==> src/rtl/debug_clk_en_sched_pkg.sv <==
`default_nettype none
// debug_clk_pkg: shared state type, defaults and sizing helper for the debug clock scheduler.
// Rev 1.0
package debug_clk_pkg;

  typedef enum logic [0:0] {
    IDLE  = 1'b0,
    APPLY = 1'b1
  } cfg_state_t;

  localparam int DIV_W_DEF = 8;

  function automatic int ch_w(input int n);
    return (n > 1) ? $clog2(n) : 1;
  endfunction

endpackage
`default_nettype wire

==> src/rtl/debug_clk_en_sched_if.sv <==
`default_nettype none
// debug_clk_en_sched_if: valid/ready config port carrying per-channel divide/enable updates.
// Rev 1.0
interface debug_clk_en_sched_if
  import debug_clk_pkg::*;
#(
  parameter int NUM_CH = 3,
  parameter int DIV_W  = DIV_W_DEF
);
  localparam int CH_W = ch_w(NUM_CH);

  logic             cfg_valid;
  logic             cfg_ready;
  logic [CH_W-1:0]  cfg_ch;
  logic [DIV_W-1:0] cfg_div;
  logic             cfg_en;
  logic             cfg_done;
  logic             cfg_err;

  modport master (
    output cfg_valid, cfg_ch, cfg_div, cfg_en,
    input  cfg_ready, cfg_done, cfg_err
  );

  modport slave (
    input  cfg_valid, cfg_ch, cfg_div, cfg_en,
    output cfg_ready, cfg_done, cfg_err
  );

endinterface
`default_nettype wire

==> src/rtl/debug_clk_en_sched_channel.sv <==
`default_nettype none
// debug_clk_en_channel: one divided-clock channel; period div_act+1, ce strobe and square wave.
// Rev 1.0
module debug_clk_en_channel #(
  parameter int               DIV_W   = 8,
  parameter logic [DIV_W-1:0] RST_DIV = DIV_W'(1),
  parameter logic             RST_EN  = 1'b0
) (
  input  logic             clk_ref,
  input  logic             rst_n,
  input  logic             load,
  input  logic [DIV_W-1:0] load_div,
  input  logic             load_en,
  output logic             term,
  output logic             en,
  output logic             ce,
  output logic             clk_out
);

  logic [DIV_W-1:0] cnt;
  logic [DIV_W-1:0] div_act;

  assign term = en && (cnt == div_act);

  always_ff @(posedge clk_ref) begin
    if (!rst_n) begin
      cnt     <= '0;
      div_act <= RST_DIV;
      en      <= RST_EN;
      ce      <= 1'b0;
      clk_out <= 1'b0;
    end else begin
      // The closing strobe/toggle of the old period still fires on a load edge.
      ce <= term;
      if (term) begin
        clk_out <= ~clk_out;
      end
      if (load) begin
        div_act <= load_div;
        en      <= load_en;
        cnt     <= '0;
      end else if (term || !en) begin
        cnt <= '0;
      end else begin
        cnt <= cnt + DIV_W'(1);
      end
    end
  end

endmodule
`default_nettype wire

==> src/rtl/debug_clk_en_sched.sv <==
`default_nettype none
// debug_clk_en_sched: schedules NUM_CH divided debug clocks, applying config at period edges.
// Rev 1.0
module debug_clk_en_sched
  import debug_clk_pkg::*;
#(
  parameter int                NUM_CH  = 3,
  parameter int                DIV_W   = DIV_W_DEF,
  parameter logic [DIV_W-1:0]  RST_DIV = DIV_W'(1),
  parameter logic [NUM_CH-1:0] RST_EN  = NUM_CH'(1)
) (
  input  logic                clk_ref,
  input  logic                rst_n,
  debug_clk_en_sched_if.slave cfg,
  output logic [NUM_CH-1:0]   ce,
  output logic [NUM_CH-1:0]   clk_out
);

  localparam int CH_W = ch_w(NUM_CH);

  cfg_state_t        state;
  logic [CH_W-1:0]   pend_ch;
  logic [DIV_W-1:0]  pend_div;
  logic              pend_en;
  logic              done_q;
  logic              err_q;

  logic [NUM_CH-1:0] term;
  logic [NUM_CH-1:0] ch_en;
  logic [NUM_CH-1:0] hit;
  logic [NUM_CH-1:0] load;
  logic              applied;

  assign cfg.cfg_ready = (state == IDLE);
  assign cfg.cfg_done  = done_q;
  assign cfg.cfg_err   = err_q;

  assign load    = (state == APPLY) ? hit : '0;
  assign applied = |load;

  generate
    for (genvar i = 0; i < NUM_CH; i++) begin : g_ch
      // Idle channel: apply at once. Disable: wait for the high phase to end. Else: next terminal.
      assign hit[i] = (pend_ch == CH_W'(i)) &&
                      (!ch_en[i] || (term[i] && (pend_en || clk_out[i])));

      debug_clk_en_channel #(
        .DIV_W   (DIV_W),
        .RST_DIV (RST_DIV),
        .RST_EN  (RST_EN[i])
      ) u_channel (
        .clk_ref  (clk_ref),
        .rst_n    (rst_n),
        .load     (load[i]),
        .load_div (pend_div),
        .load_en  (pend_en),
        .term     (term[i]),
        .en       (ch_en[i]),
        .ce       (ce[i]),
        .clk_out  (clk_out[i])
      );
    end
  endgenerate

  always_ff @(posedge clk_ref) begin
    if (!rst_n) begin
      state    <= IDLE;
      pend_ch  <= '0;
      pend_div <= '0;
      pend_en  <= 1'b0;
      done_q   <= 1'b0;
      err_q    <= 1'b0;
    end else begin
      done_q <= 1'b0;
      err_q  <= 1'b0;
      case (state)
        IDLE: begin
          if (cfg.cfg_valid) begin
            if (int'(cfg.cfg_ch) >= NUM_CH) begin
              err_q <= 1'b1;
            end else begin
              pend_ch  <= cfg.cfg_ch;
              pend_div <= cfg.cfg_div;
              pend_en  <= cfg.cfg_en;
              state    <= APPLY;
            end
          end
        end
        APPLY: begin
          if (applied) begin
            done_q <= 1'b1;
            state  <= IDLE;
          end
        end
        default: state <= IDLE;
      endcase
    end
  end

endmodule
`default_nettype wire

==> src/flat_wrapper.sv <==
// flat-port wrapper written by rule: the top's interface ports become plain ports
module debug_clk_en_sched_flat import debug_clk_pkg::*;
#(
  parameter int                NUM_CH  = 3,
  parameter int                DIV_W   = DIV_W_DEF,
  parameter logic [DIV_W-1:0]  RST_DIV = DIV_W'(1),
  parameter logic [NUM_CH-1:0] RST_EN  = NUM_CH'(1)
)
  (clk_ref, rst_n, ce, clk_out, cfg_cfg_valid, cfg_cfg_ch, cfg_cfg_div, cfg_cfg_en, cfg_cfg_ready, cfg_cfg_done, cfg_cfg_err);
  debug_clk_en_sched_if #(.NUM_CH(NUM_CH), .DIV_W(DIV_W)) cfg_i ();
  input  logic clk_ref;
  input  logic rst_n;
  output logic [NUM_CH-1:0] ce;
  output logic [NUM_CH-1:0] clk_out;
  input wire logic [$bits(cfg_i.cfg_valid)-1:0] cfg_cfg_valid;
  input wire logic [$bits(cfg_i.cfg_ch)-1:0] cfg_cfg_ch;
  input wire logic [$bits(cfg_i.cfg_div)-1:0] cfg_cfg_div;
  input wire logic [$bits(cfg_i.cfg_en)-1:0] cfg_cfg_en;
  output wire logic [$bits(cfg_i.cfg_ready)-1:0] cfg_cfg_ready;
  output wire logic [$bits(cfg_i.cfg_done)-1:0] cfg_cfg_done;
  output wire logic [$bits(cfg_i.cfg_err)-1:0] cfg_cfg_err;
  assign cfg_i.cfg_valid = cfg_cfg_valid;
  assign cfg_i.cfg_ch = cfg_cfg_ch;
  assign cfg_i.cfg_div = cfg_cfg_div;
  assign cfg_i.cfg_en = cfg_cfg_en;
  assign cfg_cfg_ready = cfg_i.cfg_ready;
  assign cfg_cfg_done = cfg_i.cfg_done;
  assign cfg_cfg_err = cfg_i.cfg_err;
  debug_clk_en_sched #(.NUM_CH(NUM_CH), .DIV_W(DIV_W), .RST_DIV(RST_DIV), .RST_EN(RST_EN)) u_core (.clk_ref(clk_ref), .rst_n(rst_n), .cfg(cfg_i), .ce(ce), .clk_out(clk_out));
endmodule
==> config.mk <==
export PLATFORM = sky130hd
export DESIGN_NAME = debug_clk_en_sched_flat
export DESIGN_NICKNAME = d
export VERILOG_FILES = /design/src/rtl/debug_clk_en_sched_pkg.sv /design/src/rtl/debug_clk_en_sched_if.sv /design/src/rtl/debug_clk_en_sched_channel.sv /design/src/rtl/debug_clk_en_sched.sv /design/src/flat_wrapper.sv
export SDC_FILE = /design/constraint.sdc
export NUM_CORES = 1
export LEC_CHECK = 0
export CAP_MARGIN = 15
export CORE_ASPECT_RATIO = 0.5
export CORE_UTILIZATION = 62
export CTS_CLUSTER_DIAMETER = 30
export DETAILED_ROUTE_END_ITERATION = 8
export GPL_TIMING_DRIVEN = 0
export PLACE_DENSITY = 0.86
export REMOVE_ABC_BUFFERS = 1
export SYNTH_ARGS = -nofsm -noshare
export SYNTH_HDL_FRONTEND = slang
export SYNTH_SLANG_ARGS = --single-unit
==> constraint.sdc <==
create_clock -name clk_ref -period 5.04 [get_ports clk_ref]
set_clock_uncertainty 0.2 [all_clocks]
set_input_delay 1.008 -clock clk_ref [delete_from_list [all_inputs] [get_ports clk_ref]]
set_output_delay 1.008 -clock clk_ref [all_outputs]
set_load 0.02 [all_outputs]
==> results.cfg <==
[placed_design]
postPlaceCellArea_mm2 = 0.00329
place.detailed.instances = 424
gp_routability_congestion = 0.829
post-dp-hpwl_um = 4610
numPortBuffers = 22

[run_status]
outcome = complete, no violations

[floorplanning]
fp.dieArea_mm2 = 0.00530
design.portCount = 23
core_region_area_mm2 = 0.00459
initial_cell_density_of_the_core = 0.675
fp.dieH_um = 52.0
chipWidth_um = 102
floorplan.rows = 17

[timing]
fin_tns_setup_ns = 0
setup_viol_count_final = 0
report.final.hold_viol_count = 0
rsz_0062_raised_after_global_routing = false
time_the_final_worst_path_needs_with_i_o_delays_and_setup_ns = 2.61
hold-worst-slack_ns = 0.276
post-route-period-util = 0.518
maxClockFrequency_mhz = 383
count_of_final_max_slew_check_failures = 0
tightest_slew_ns = 0.758
timing.slew.headroom = 0.494

[global_routing]
top_usage_layer = met2
grtUsageMet1 = 0.330
global_route.usage.met2 = 0.470
global_route_wire_length_before_repair_um = 10900
grt.overflow.total = 0
vias_in_the_first_global_route = 2335
gr-usage-all-layers = 0.282
grt_antenna_before_repair = 0
maximum_number_of_pins_on_one_net_before_global_route_repair = 38
met3_track_utilization_from_global_routing = 0.0941

[final_layout]
filler_cell_count = 337
number_of_nets_in_the_layout = 386
synth_to_final_area_change_pct = 13.0
layout-drive-gt1-share = 0.0802
num_antenna_cells = 0
finalInstanceArea_mm2 = 0.00350
instances_no_fill = 440

[synth]
post_synth_most_frequent_cells = sky130_fd_sc_hd__dfxtp_1, sky130_fd_sc_hd__nand3_1, sky130_fd_sc_hd__nor2_1
synth_top_area_share = 0.458
postSynth.asyncResetShare = 0
synthCells = 354
postSynth.topFlopCell = sky130_fd_sc_hd__dfxtp_1
synth.top_cells.by_area = sky130_fd_sc_hd__dfxtp_1, sky130_fd_sc_hd__xor2_1, sky130_fd_sc_hd__nand3_1
synth.largest_area_cell = sky130_fd_sc_hd__dfxtp_1
postSynthRegisterBits = 71
synth.cell_area_mm2 = 0.00310
yosys_warnings = 0
post_synth_edffs = 0
yosysSeqAreaShare = 0.458
library_cells_used_by_synthesis = 29
syn_area_per_cell_um2 = 8.76
synth_most_common_cell = sky130_fd_sc_hd__dfxtp_1

[clocking]
post_cts.repair.setup_buffers = 0
cts_hold_buffers = 0
cts_buffer_depth = 2
postCtsResizedCells = 0
cts_sinks = 71
clkSlewWorstSetupHoldPaths_ns = 0.07
htree_num_levels = 3
worst_skew_pair.late_latency_ns = 0.35
cts_tree = built
tritoncts.num_buffers = 9
cts_root_buffer = sky130_fd_sc_hd__clkbuf_8

[min_path]
hold_path.class = register to register
hold_path_startpoint = u_core.g_ch[2].u_channel.cnt[0]$_SDFF_PP0_

[setup_path]
largest_incremental_delay_on_the_critical_path_ns = 0.60
timing.critical_path.buf_inv = 2
critical_path.slowest_cell = sky130_fd_sc_hd__clkdlybuf4s50_1
worst_r2r_startpoint = u_core.g_ch[1].u_channel.cnt[2]$_SDFF_PP0_
worst-setup-path-type = register to output port
startpoint_type = register
setup.worst_path.start = u_core.state$_SDFF_PN0_
cp_top_family = buffers and inverters
critPathRequiredTime_ns = 3.83
timing.critical_path.cells = inv_1 > clkdlybuf4s50_1
worst_ep_arrival_time_ns = 1.40
critPathMaxFanout = 6
worstSetupEndpointType = output port

[drt]
postRouteWirelength_um = 6630
post_drt_via_cell_ratio = 5.72
drc = 0
dr.first_iter.drc_count = 83
ant_nets = 0
num_vias = 2518
detail_route.wl_per_cell_um = 15.1
drtPass1Iterations = 5

[job]
max-cap-violations = 0

[power_and_ir_drop]
power_density_mw_per_mm2 = 349
vdd_ir_drop_max_mv = 0.197
leakagePower_nw = 1.37
placed cells by master (no fill, tap or decap), types with 2 or more instances in the layout:
| cell type | synthesis | final |
|---|---|---|
| sky130_fd_sc_hd__a21boi_2 | 3 | 3 |
| sky130_fd_sc_hd__clkdlybuf4s50_1 | 0 | 22 |
| sky130_fd_sc_hd__o21ai_0 | 27 | 27 |
| sky130_fd_sc_hd__dfxtp_1 | 71 | 71 |
| sky130_fd_sc_hd__nor3_1 | 3 | 3 |
| sky130_fd_sc_hd__xnor2_1 | 4 | 4 |
| sky130_fd_sc_hd__a21oi_2 | 2 | 2 |
| sky130_fd_sc_hd__nand3_1 | 50 | 50 |
| sky130_fd_sc_hd__clkbuf_8 | 0 | 12 |
| sky130_fd_sc_hd__nand3b_1 | 2 | 2 |
| sky130_fd_sc_hd__and3_1 | 5 | 5 |
| sky130_fd_sc_hd__a21bo_1 | 3 | 3 |
| sky130_fd_sc_hd__a21oi_1 | 33 | 33 |
| sky130_fd_sc_hd__xor2_1 | 41 | 41 |
| sky130_fd_sc_hd__nor4_2 | 5 | 5 |
| sky130_fd_sc_hd__a21o_1 | 3 | 3 |
| sky130_fd_sc_hd__inv_1 | 4 | 4 |
| sky130_fd_sc_hd__nand2_1 | 27 | 27 |
| sky130_fd_sc_hd__ha_1 | 3 | 3 |
| sky130_fd_sc_hd__nor2_1 | 42 | 42 |
| sky130_fd_sc_hd__clkinv_2 | 0 | 2 |
per-layer routing:
layer,vias to the layer above,routed length (um)
li1,1245,-
met1,1173,2900
met2,76,3140
met3,24,358
met4,0,225
met5,-,0
registers in the layout (all words and copies together) (netlist names), 2 cells and up:
signal and cells:
u_core.g_ch.u_channel.cnt 24, u_core.g_ch.u_channel.ce 3, u_core.pend_div 8, u_core.g_ch.u_channel.en 3, u_core.g_ch.u_channel.div_act 24, u_core.g_ch.u_channel.clk_out 3
u_core.pend_ch 2
cell families after synthesis:
logic type               Yosys count  synth area share
AND/OR/NAND/NOR                  137             0.215
AO/OA/AOI/OAI                     75             0.146
flip-flops                        71             0.458
XOR/XNOR                          45             0.127
buffers and inverters             23            0.0412
adder cells (fa/ha/maj)            3            0.0121
through the flow:
| stage | utilization | setup WS [ns] | total power, mW |
|---|---|---|---|
| floorplan | - | 3.03 | 0.712 |
| detailed placement | 0.717 | 2.22 | 0.765 |
| global placement | 0.717 | 2.25 | 0.759 |
| CTS | 0.763 | 2.42 | 1.22 |
| global route | 0.763 | 2.39 | 1.27 |
| finish | 0.763 | 2.43 | 1.22 |
path summary, 6_finish.rpt:
kind / end / slack [ns] / depth (start not counted)
max reg2reg: u_core.g_ch[1].u_channel.en$_SDFFE_PN0P_ / 3.01 / 5
min reg2reg: u_core.g_ch[2].u_channel.cnt[0]$_SDFF_PP0_ / 0.28 / 1
min: u_core.g_ch[2].u_channel.cnt[0]$_SDFF_PP0_ / 0.28 / 1
max: cfg_cfg_ready / 2.43 / 2
cell type report:
type	count	area [um2]	area share
tap	66	82.6	0.0236
clock buffer	13	169	0.0482
inverter	5	18.8	0.00536
sequential	71	1420	0.406
clock inverter	3	40.0	0.0114
timing repair buffer	22	220	0.0629
multi-input combinational	260	1550	0.443
report_power, final:
part           internal [mW]  total (mW)  switching [mW]
sequential             0.583       0.608          0.0256
combinational         0.0560       0.146          0.0903
clock                  0.268       0.468           0.200
Power figures use the tool's default switching activity.
